--- src/rtl/cdf_accumulator.sv ---
// cdf_accumulator
// Converts a completed histogram held in an external scratch memory into its
// cumulative distribution, in place. Each bin is read and added to a running
// accumulator, and the running sum is written back to the same bin.
//
// Ports
//   clock            rising-edge system clock
//   reset            synchronous, active-high reset
//   start_cdf        one-cycle pulse; the histogram is complete (accepted in IDLE only)
//   scratch_rd_addr  read address, equal to the current bin index
//   scratch_rd_data  read data, valid RD_LATENCY clocks after the address
//   scratch_wr_addr  write address (current bin index)
//   scratch_wr_data  CDF value for the current bin
//   scratch_we       write strobe, one cycle per bin
//   cdf_busy         high from the cycle after start up to and including DONE
//   cdf_done         one-cycle pulse once every bin has been rewritten
//   cdf_min          first non-zero CDF value (equalisation offset)
//   cdf_total        final CDF value (total pixel count)
//
// Build option: define CDF_SATURATE_EN to make the accumulator saturate at
// 2^COUNT_W-1. Without it the accumulator wraps modulo 2^COUNT_W.
//
// state  | meaning
// IDLE   | waiting for start_cdf
// SET_RD | present bin index to the scratch memory, load read-wait counter
// WAIT   | count down the remaining read latency
// ACC    | add read data into the accumulator, capture cdf_min
// WRITE  | write accumulator back to the current bin
// NEXT   | advance to the next bin or finish
// DONE   | pulse cdf_done, latch cdf_total
module cdf_accumulator #(
   parameter int BIN_COUNT  = 256,
   parameter int ADDR_W     = 8,
   parameter int COUNT_W    = 16,
   parameter int RD_LATENCY = 3
) (
   input  logic               clock,
   input  logic               reset,
   input  logic               start_cdf,
   output logic [ADDR_W-1:0]  scratch_rd_addr,
   input  logic [COUNT_W-1:0] scratch_rd_data,
   output logic [ADDR_W-1:0]  scratch_wr_addr,
   output logic [COUNT_W-1:0] scratch_wr_data,
   output logic               scratch_we,
   output logic               cdf_busy,
   output logic               cdf_done,
   output logic [COUNT_W-1:0] cdf_min,
   output logic [COUNT_W-1:0] cdf_total
);

   localparam int CNT_W = $clog2(RD_LATENCY + 1);

   typedef enum logic [2:0] {
      IDLE,
      SET_RD,
      WAIT,
      ACC,
      WRITE,
      NEXT,
      DONE
   } state_t;

   state_t             state, state_nxt;
   logic [ADDR_W-1:0]  bin_idx;
   logic [CNT_W-1:0]   wait_cnt;
   logic [COUNT_W-1:0] acc;
   logic [COUNT_W-1:0] acc_sum;
   logic               last_bin;

`ifdef CDF_SATURATE_EN
   logic [COUNT_W:0] sum_full;
   assign sum_full = {1'b0, acc} + {1'b0, scratch_rd_data};
   assign acc_sum  = sum_full[COUNT_W] ? {COUNT_W{1'b1}} : sum_full[COUNT_W-1:0];
`else
   assign acc_sum  = acc + scratch_rd_data;
`endif

   assign last_bin = (bin_idx == ADDR_W'(BIN_COUNT - 1));

   // The bin index only changes in IDLE and NEXT, so the read address is
   // stable from one SET_RD until the next.
   assign scratch_rd_addr = bin_idx;
   assign scratch_wr_addr = bin_idx;
   assign scratch_wr_data = acc;

   always_ff @(posedge clock) begin
      if (reset) begin
         state     <= IDLE;
         bin_idx   <= '0;
         wait_cnt  <= '0;
         acc       <= '0;
         cdf_min   <= '0;
         cdf_total <= '0;
      end else begin
         state <= state_nxt;
         case (state)
            IDLE: begin
               if (start_cdf) begin
                  bin_idx <= '0;
                  acc     <= '0;
                  cdf_min <= '0;
               end
            end
            SET_RD: wait_cnt <= CNT_W'(RD_LATENCY - 1);
            WAIT:   wait_cnt <= wait_cnt - 1'b1;
            ACC: begin
               acc <= acc_sum;
               if (cdf_min == '0 && acc_sum != '0)
                  cdf_min <= acc_sum;
            end
            NEXT: begin
               if (!last_bin)
                  bin_idx <= bin_idx + 1'b1;
            end
            DONE:   cdf_total <= acc;
            default: ;
         endcase
      end
   end

   always_comb begin
      state_nxt  = state;
      scratch_we = 1'b0;
      cdf_done   = 1'b0;
      cdf_busy   = (state != IDLE);
      case (state)
         IDLE:   if (start_cdf) state_nxt = SET_RD;
         SET_RD: state_nxt = (RD_LATENCY == 1) ? ACC : WAIT;
         // Counter holds 1 on the last WAIT cycle; ACC then lands exactly
         // RD_LATENCY clocks after SET_RD.
         WAIT:   if (wait_cnt <= CNT_W'(1)) state_nxt = ACC;
         ACC:    state_nxt = WRITE;
         WRITE: begin
            scratch_we = 1'b1;
            state_nxt  = NEXT;
         end
         NEXT:   state_nxt = last_bin ? DONE : SET_RD;
         DONE: begin
            cdf_done  = 1'b1;
            state_nxt = IDLE;
         end
         default: state_nxt = IDLE;
      endcase
   end

endmodule

--- config.mk ---
export PLATFORM = sky130hd
export DESIGN_NAME = cdf_accumulator
export DESIGN_NICKNAME = d
export VERILOG_FILES = /design/src/rtl/cdf_accumulator.sv
export SDC_FILE = /design/constraint.sdc
export NUM_CORES = 1
export LEC_CHECK = 0
export CORE_UTILIZATION = 38
export CTS_BUF_LIST = sky130_fd_sc_hd__clkbuf_16
export DETAILED_ROUTE_END_ITERATION = 7
export DONT_BUFFER_PORTS = 1
export GPL_TIMING_DRIVEN = 0
export PLACE_DENSITY = 0.51
export SLEW_MARGIN = 20
export SYNTH_ARGS = -nofsm -noshare
export SYNTH_HDL_FRONTEND = slang
export SYNTH_SLANG_ARGS = --single-unit
--- constraint.sdc ---
create_clock -name clock -period 5.6 [get_ports clock]
set_clock_uncertainty 0.2 [all_clocks]
set_input_delay 0.56 -clock clock [delete_from_list [all_inputs] [get_ports clock]]
set_output_delay 0.56 -clock clock [all_outputs]
set_load 0.03 [all_outputs]
======== After elaboration in Yosys (flattened, before gate mapping) ========
Index checks and enable logic that the tools add are counted.
Widths: inputs -> output; s select.
storage, ports and cells
  logic and storage cells ................. 47
  output and inout bits ................... 67
  bits in registers ....................... 61
  bits of input ports ..................... 19
operators by class
  add/sub/neg operators ................... 3
  reduce and logical (&&, ||, !) cells .... 12
  order comparisons ....................... 1
  mux-type cells .......................... 14
  eq/ne operators ......................... 11
operators by type and width
  operator             number
  $pmux 16 s2          2
  $mux 16              2
  $pmux 3 s6           1
  $add 16x16->16       1
  $logic_not 16->1     1
  $mux 8               2
  $pmux 8 s2           1
  $reduce_bool 16->1   1
  $eq 3x3->1 const B   3
  $mux 3               3
  $add 8x1->8 const B  1
  $eq 8x8->1 const B   1
  $ne 2x2->1 const B   4
  $eq 3x2->1 const B   2
  $reduce_and 3->1     2
  $reduce_bool 2->1    3
  $pmux 2 s2           1
  $reduce_and 2->1     2
  $eq 3x1->1 const B   1
  $logic_not 3->1      1
  $reduce_bool 3->1    1
  $le 2x1->1 const B   1
  $mux 1               2
  $sub 2x1->2 const B  1
  $logic_and 1x1->1    1

======== Depth between registers and ports, before layout ========
Gate-level depths: netlist of run 1.
  depth in word-level cells ............... 5
  mapped depth ............................ 8
  depth with buffers taken out ............ 8

======== Least setup slack after synthesis of run 1 ========
OpenSTA, ideal clock, no wires.
  path type ............................... input port to flip-flop
  start ................................... input scratch_rd_data[0]
  end ..................................... register acc[10], in the netlist scratch_wr_data[10]
  stages on the path ...................... 8
  required time ........................... 5.272 ns
  library setup time ...................... 0.128 ns
  slack ................................... 3.098 ns
  path buffers ............................ 0
  arrival time ............................ 2.174 ns
  cells stage by stage .................... ha_1 fa_1 a211oi_1 o21bai_1 a21oi_2 xnor2_1 o21ai_0 nor2b_1
on the way
  word-level cells in the longest chain between the ends .. 2
ends and longest elaborated chain
  element               RTL line  RTL
  from (decl)           41        input logic [COUNT_W-1:0] scratch_rd_data,
  $add 16x16->16        75        assign acc_sum = acc + scratch_rd_data;
  $pmux 16 s2           96        case (state)
  to (signal assigned)  107       acc <= acc_sum;
  to (decl)             66        logic [COUNT_W-1:0] acc;
Every way passes these cells.
A chain may end at the register's enable or synchronous reset.

======== Worst setup path after layout of run 1 ========
  start ................................... register acc[0], in the netlist scratch_wr_data[0]
  end ..................................... register acc[10], in the netlist scratch_wr_data[10]
on the way
  word-level cells in the longest chain between the ends .. 2
ends and longest elaborated chain
  element         RTL line
  $add 16x16->16  75
  $pmux 16 s2     96
Every way passes these cells.

==> reports/metrics.cfg, run 1 <==
[die]
rows = 33
fp.dieArea_mm2 = 0.00921
die_height_um = 96.0
io_pins = 86
die_x_um = 96.0
starting_density = 0.400
core_region_area_mm2 = 0.00838

[route]
wl_per_cell_um = 17.7
ant_nets = 0
routed_wl_um = 9390
first_iter_violations = 118
drc_errors = 0
firstDrtPassIters = 4
num_vias = 2939
detailed_route_vias_per_instance = 5.56

[place]
pre_cts_ws_ns = 2.77
post-place-cells = 515
placement.cell_area_mm2 = 0.00349
port-buffer-count = 0
gp_congestion = 0.781
final_hpwl_from_detailed_placement_um = 7130

[worst_setup_path]
critPathRequiredTime_ns = 5.58
critical_path_class = flop to flop
endpoint = scratch_wr_data[10]$_SDFFE_PP0P_
reg2reg_launch_point = scratch_wr_data[0]$_SDFFE_PP0P_
worst_setup_path_end_kind = flop
r2r.worst_path.cells = 8
worst_reg_to_reg_setup_slack_ns = 2.83
crit_fanout = 4
critical_path_arrival_ns = 2.75
startpoint = scratch_wr_data[0]$_SDFFE_PP0P_
crit-reg2reg-capture = scratch_wr_data[10]$_SDFFE_PP0P_
timing.critical_path.from_type = flop

[power_and_ir_drop]
sw_frac_of_total = 0.267
power.static_leakage_nw = 1.39
irDropWorstVdd_v = 0.000157
power.combinational.fraction = 0.116
pwr-share-seq = 0.435
clkPwrFrac = 0.450
netSwitchingPower_mw = 0.281
power.internal_mw = 0.770
power.density_mw_per_mm2 = 281

[cells_and_area]
layout.cells.non_filler = 529
finalNetCount = 458
layout-area-overhead-vs-synth_pct = 11.3
diodes = 0
final_cell_area_mm2 = 0.00373
drive_above_1_share = 0.113
post-route-util = 0.445

[sta]
timing_max_transition_violations_final = 0
final_critical_path_setup_slack_ns = 2.83
grt_setup_unrepaired = false
period_share = 0.495
setup_viol = 0
fmaxAchievable_ghz = 0.361
final_hold_viol_count = 0
max_slew_margin = 0.364
tightestPinTransition_ns = 0.952
post-route-min-period_ns = 2.77
total_negative_setup_slacks_ns = 0

[synth]
ys_seq_elements = 61
synth_ff_type = sky130_fd_sc_hd__dfxtp_1
synth-edff-count = 0
cell_types_with_the_largest_area_share_after_synthesis = sky130_fd_sc_hd__dfxtp_1 (36%), sky130_fd_sc_hd__a21oi_1 (7.0%), sky130_fd_sc_hd__ha_1 (6.3%)
synth_top_area_frac = 0.364
postSynthCellCount = 410
synth_area_mm2 = 0.00336
ys_warn_count = 0
most_frequent_cells_after_synthesis = sky130_fd_sc_hd__dfxtp_1 (61), sky130_fd_sc_hd__nand2_1 (53), sky130_fd_sc_hd__a21oi_1 (47)
seq_area_frac_synth = 0.364
yosys.area.top_type = sky130_fd_sc_hd__dfxtp_1
async_reset_ff_frac = 0
yosysMostFrequentCell = sky130_fd_sc_hd__dfxtp_1
average_footprint_of_a_synthesized_cell_um2 = 8.18
syn_nets = 447
synth_cell_type_count = 56

[clock_network]
cts_buffers = 9
clock_tree_from_tritoncts = built
worst_skew_pair.late_latency_ns = 0.32
postCtsSetupRepairBufs = 0
cts_root_buf = sky130_fd_sc_hd__clkbuf_16
cts_hold_buf = 0
cts_max_level = 3
clockBufferDepth = 2
worst_setup_hold_path_clk_slew_ns = 0.05
clock_sinks = 61
post_cts_resized = 0

[global_route]
groute.usage.overall = 0.213
grt_remaining_overflow = 0
grt_start_max_net_pins = 11
grt_pass1_wl_um = 14500
first_global_vias = 2854
initial_antenna_violation_count = 0

[hold_path]
min_from = reset
holdPathStages = 2
hp-class = input pin to flop

[run_status]
outcome = finished clean

[flow_run]
cap_viol_max_count = 0

state kept, by name, summed over array words and instances (netlist names):
signal,flops
cdf_min,16
cdf_total,16
scratch_wr_data,16
scratch_rd_addr,8
state,3
wait_cnt,2
cell type report:
cell class / instances / area [um2]
multi-input cells: 307 / 1920
fillers: 883 / 4650
plain buffers: 30 / 165
inverters: 12 / 45.0
well taps: 105 / 131
flip-flops and latches: 61 / 1220
clock inverters: 5 / 21.3
clock buffers: 9 / 225
power by group through the flow:
stage | sequential, mW | clock [mW] | combinational [mW]
3_5_place_dp | 0.466 | 0 | 0.121
5_1_grt | 0.457 | 0.499 | 0.135
3_3_place_gp | 0.465 | 0 | 0.120
2_1_floorplan | 0.462 | 0 | 0.0925
6_report | 0.456 | 0.472 | 0.121
4_1_cts | 0.456 | 0.480 | 0.121
layer usage:
metal | routed length, um | GRT usage
met5 | 0 | 0
met4 | 132 | 0.0771
met3 | 890 | 0.0774
met2 | 3800 | 0.306
met1 | 4570 | 0.290
metrics by stage:
stage               hold slack (ns)  power, mW
global route                  0.287       1.09
global placement              0.303      0.585
detailed placement            0.306      0.586
finish                        0.258       1.05
CTS                           0.257       1.06
floorplan                     0.281      0.555
how the worst min path moves through the flow:
stage,end
final,cdf_min[5]$_SDFFE_PP0P_
after global routing,cdf_min[7]$_SDFFE_PP0P_
after CTS,cdf_min[5]$_SDFFE_PP0P_
after detailed placement,wait_cnt[1]$_SDFFE_PP0P_
after global placement,wait_cnt[1]$_SDFFE_PP0P_
after floorplan,wait_cnt[1]$_SDFFE_PP0P_
cell families (layout without fill, tap and decap cells):
logic type	after synthesis	after routing	share of synthesized area
xor gates and xnor gates	15	15	0.0392
buffers and inverters	42	56	0.0626
AOI/OAI and AO/OA	107	107	0.204
and+or+nand+nor	163	163	0.248
adders and majority gates	18	18	0.0694
muxes	4	4	0.0130
DFF	61	61	0.364
worst max-delay path: stages (launching register included):
cell,delay [ns]
sky130_fd_sc_hd__dfxtp_1,0.43
sky130_fd_sc_hd__ha_1,0.28
sky130_fd_sc_hd__fa_1,0.42
sky130_fd_sc_hd__a211oi_1,0.35
sky130_fd_sc_hd__o21bai_1,0.24
sky130_fd_sc_hd__a21oi_2,0.25
sky130_fd_sc_hd__xnor2_1,0.21
sky130_fd_sc_hd__o21ai_0,0.11
sky130_fd_sc_hd__nor2b_1,0.14
layout by cell type (no fill, tap or decap), drive strengths merged, types with 4 or more instances in the layout:
cell type,instances
ha,17
a21oi,49
nand2,53
nor3,5
nor2b,6
xor2,6
nand3,24
and3,4
clkinv,5
clkbuf,22
buf,17
o21bai,5
dfxtp,61
nor4,4
o211ai,7
nand3b,15
xnor2,9
o21ai,23
nand4,6
nor2,30
inv,12
Note: power is estimated with default switching activity, not from simulation.
==> run 2, diff against run 1 <==
Settings changed: PLACE_DENSITY 0.51 to 0.53.
Clock period 5.6 ns to 2.4 ns, I/O delays scaled along.
==> run 2 against run 1 <==
Compared with the run above:
- design area rose by 11%
- first-iteration DRC count decreased by 22%
- via count increased by 3.4%
- global-route usage rose by 1.3 points
- sequential share of layout area is 2.3 points lower
- utilization rose by 5.1 points
- setup slack lost 2.8 ns
- fmax increased by 17%
- routed wire length is 5.8% higher
- sequential power increased by 130%
- register-to-register slack got worse by 2.8 ns
- critical path type unchanged
- critical endpoint is now cdf_min[12]$_SDFFE_PP0P_
==> reports/metrics.cfg, run 2 (synthesis results as in run 1) <==
[worst_setup_path]
crit-reg2reg-capture = cdf_min[12]$_SDFFE_PP0P_
worst_reg_to_reg_setup_slack_ns = 0.03
worst_setup_path_end_kind = flop
critPathRequiredTime_ns = 2.39
crit_fanout = 4
timing.critical_path.from_type = flop
reg2reg_launch_point = scratch_wr_data[0]$_SDFFE_PP0P_
r2r.worst_path.cells = 9
critical_path_class = flop to flop
critical_path_arrival_ns = 2.36

[route]
first_iter_violations = 92
drc_errors = 0
detailed_route_vias_per_instance = 5.62
wl_per_cell_um = 18.4
ant_nets = 0
num_vias = 3040
firstDrtPassIters = 4
routed_wl_um = 9930

[sta]
timing_max_transition_violations_final = 0
grt_setup_unrepaired = true
final_hold_viol_count = 0
period_share = 0.987
tightestPinTransition_ns = 0.945
total_negative_setup_slacks_ns = 0
setup_viol = 0
fmaxAchievable_ghz = 0.422
max_slew_margin = 0.368
final_critical_path_setup_slack_ns = 0.0322
post-route-min-period_ns = 2.37

[clock_network]
clock_sinks = 61
clockBufferDepth = 2
worst_setup_hold_path_clk_slew_ns = 0.05
cts_max_level = 3
cts_root_buf = sky130_fd_sc_hd__clkbuf_16
clock_tree_from_tritoncts = built
cts_buffers = 9
worst_skew_pair.late_latency_ns = 0.33

[global_route]
grt_start_max_net_pins = 11
groute.usage.overall = 0.226
grt_pass1_wl_um = 15200
grt_remaining_overflow = 0
initial_antenna_violation_count = 0
first_global_vias = 2958

[place]
placement.cell_area_mm2 = 0.00349
gp_congestion = 0.850
final_hpwl_from_detailed_placement_um = 7220
pre_cts_ws_ns = -0.299
port-buffer-count = 0

[power_and_ir_drop]
power.static_leakage_nw = 1.52
irDropWorstVdd_v = 0.000547
p_total_mw = 2.72
power.density_mw_per_mm2 = 655

[cells_and_area]
mostFrequentLayoutCell = sky130_fd_sc_hd__nand2_1
finalNetCount = 468
most-common-layout-cells = sky130_fd_sc_hd__nand2_1 (52), sky130_fd_sc_hd__dfxtp_1 (47), sky130_fd_sc_hd__a21oi_1 (41), sky130_fd_sc_hd__nor2_1 (29), sky130_fd_sc_hd__nand3_1 (22)
final_cell_area_mm2 = 0.00416
post-route-util = 0.496
layout-area-overhead-vs-synth_pct = 24.0
diodes = 0
drive_above_1_share = 0.232

[run_status]
outcome = finished clean

[die]
die_height_um = 96.0
io_pins = 86
starting_density = 0.400
rows = 33
die_x_um = 96.0
core_region_area_mm2 = 0.00838
fp.dieArea_mm2 = 0.00921

[hold_path]
worstHoldEndpoint = cdf_min[0]$_SDFFE_PP0P_
hp-class = input pin to flop
min_from = scratch_rd_data[0]
holdPathStages = 3

[flow_run]
cap_viol_max_count = 0

-- run 2: layout make-up --
class / count / area [um2]
buffer: 30 / 170
clock buffer: 9 / 225
clock inverter: 7 / 81.3
fill: 821 / 4220
inverter: 12 / 45.0
multi-input combinational: 307 / 2160
sequential: 61 / 1270
tap: 105 / 131
timing repair buffer: 10 / 80.1
-- run 2: how the worst max path moves through the flow --
stage,startpoint,cells past startpoint,end,slack [ns]
global placement,scratch_wr_data[0]$_SDFFE_PP0P_,8,scratch_wr_data[10]$_SDFFE_PP0P_,-0.29
floorplan,scratch_wr_data[6]$_SDFFE_PP0P_,7,cdf_min[13]$_SDFFE_PP0P_,0.03
finish,scratch_wr_data[0]$_SDFFE_PP0P_,9,cdf_min[12]$_SDFFE_PP0P_,0.03
global route,scratch_wr_data[0]$_SDFFE_PP0P_,9,cdf_min[12]$_SDFFE_PP0P_,-0.06
detailed placement,scratch_wr_data[8]$_SDFFE_PP0P_,8,scratch_wr_data[15]$_SDFFE_PP0P_,-0.30
CTS,scratch_wr_data[0]$_SDFFE_PP0P_,8,cdf_min[14]$_SDFFE_PP0P_,-0.01
-- run 2: timing repair --
action                                  CTS  global route
hold buffers                              2             0
buffers inserted                          5             3
endpoints found under the hold margin     3             0
gates resized for setup                  35            32
endpoints found under the setup margin   19            22
pin swaps                                11            10
-- run 2: through the flow --
stage,cells,hold WS (ns)
2_1_floorplan,410,0.256
3_3_place_gp,515,0.264
3_5_place_dp,515,0.270
4_1_cts,538,0.0209
5_1_grt,541,0.0571
6_report,541,0.0448
-- run 2: layer usage --
metal / track usage / part of all wire / vias to the layer above
met2: 0.338 / 0.43 / 125
li1: - / - / 1500
met1: 0.279 / 0.44 / 1398
met5: 0 / 0 / -
met4: 0.0771 / 0.019 / 0
met3: 0.116 / 0.10 / 17
-- run 2: worst max-delay path, cell delays in order (launching register included) --
cell and delay, ns:
sky130_fd_sc_hd__dfxtp_4 0.39, sky130_fd_sc_hd__ha_4 0.17, sky130_fd_sc_hd__fa_2 0.37, sky130_fd_sc_hd__a211oi_4 0.25, sky130_fd_sc_hd__buf_4 0.16, sky130_fd_sc_hd__nand4bb_4 0.14, sky130_fd_sc_hd__a2111o_1 0.16, sky130_fd_sc_hd__o211ai_2 0.13
sky130_fd_sc_hd__a22oi_1 0.19, sky130_fd_sc_hd__nor2_1 0.07
-- run 2: report_power, final --
group / internal [mW] / switching (mW) / total, mW
Clock: 0.893 / 0.447 / 1.34
Combinational: 0.121 / 0.207 / 0.328
Sequential: 1.02 / 0.0358 / 1.06
Total: 2.03 / 0.690 / 2.72
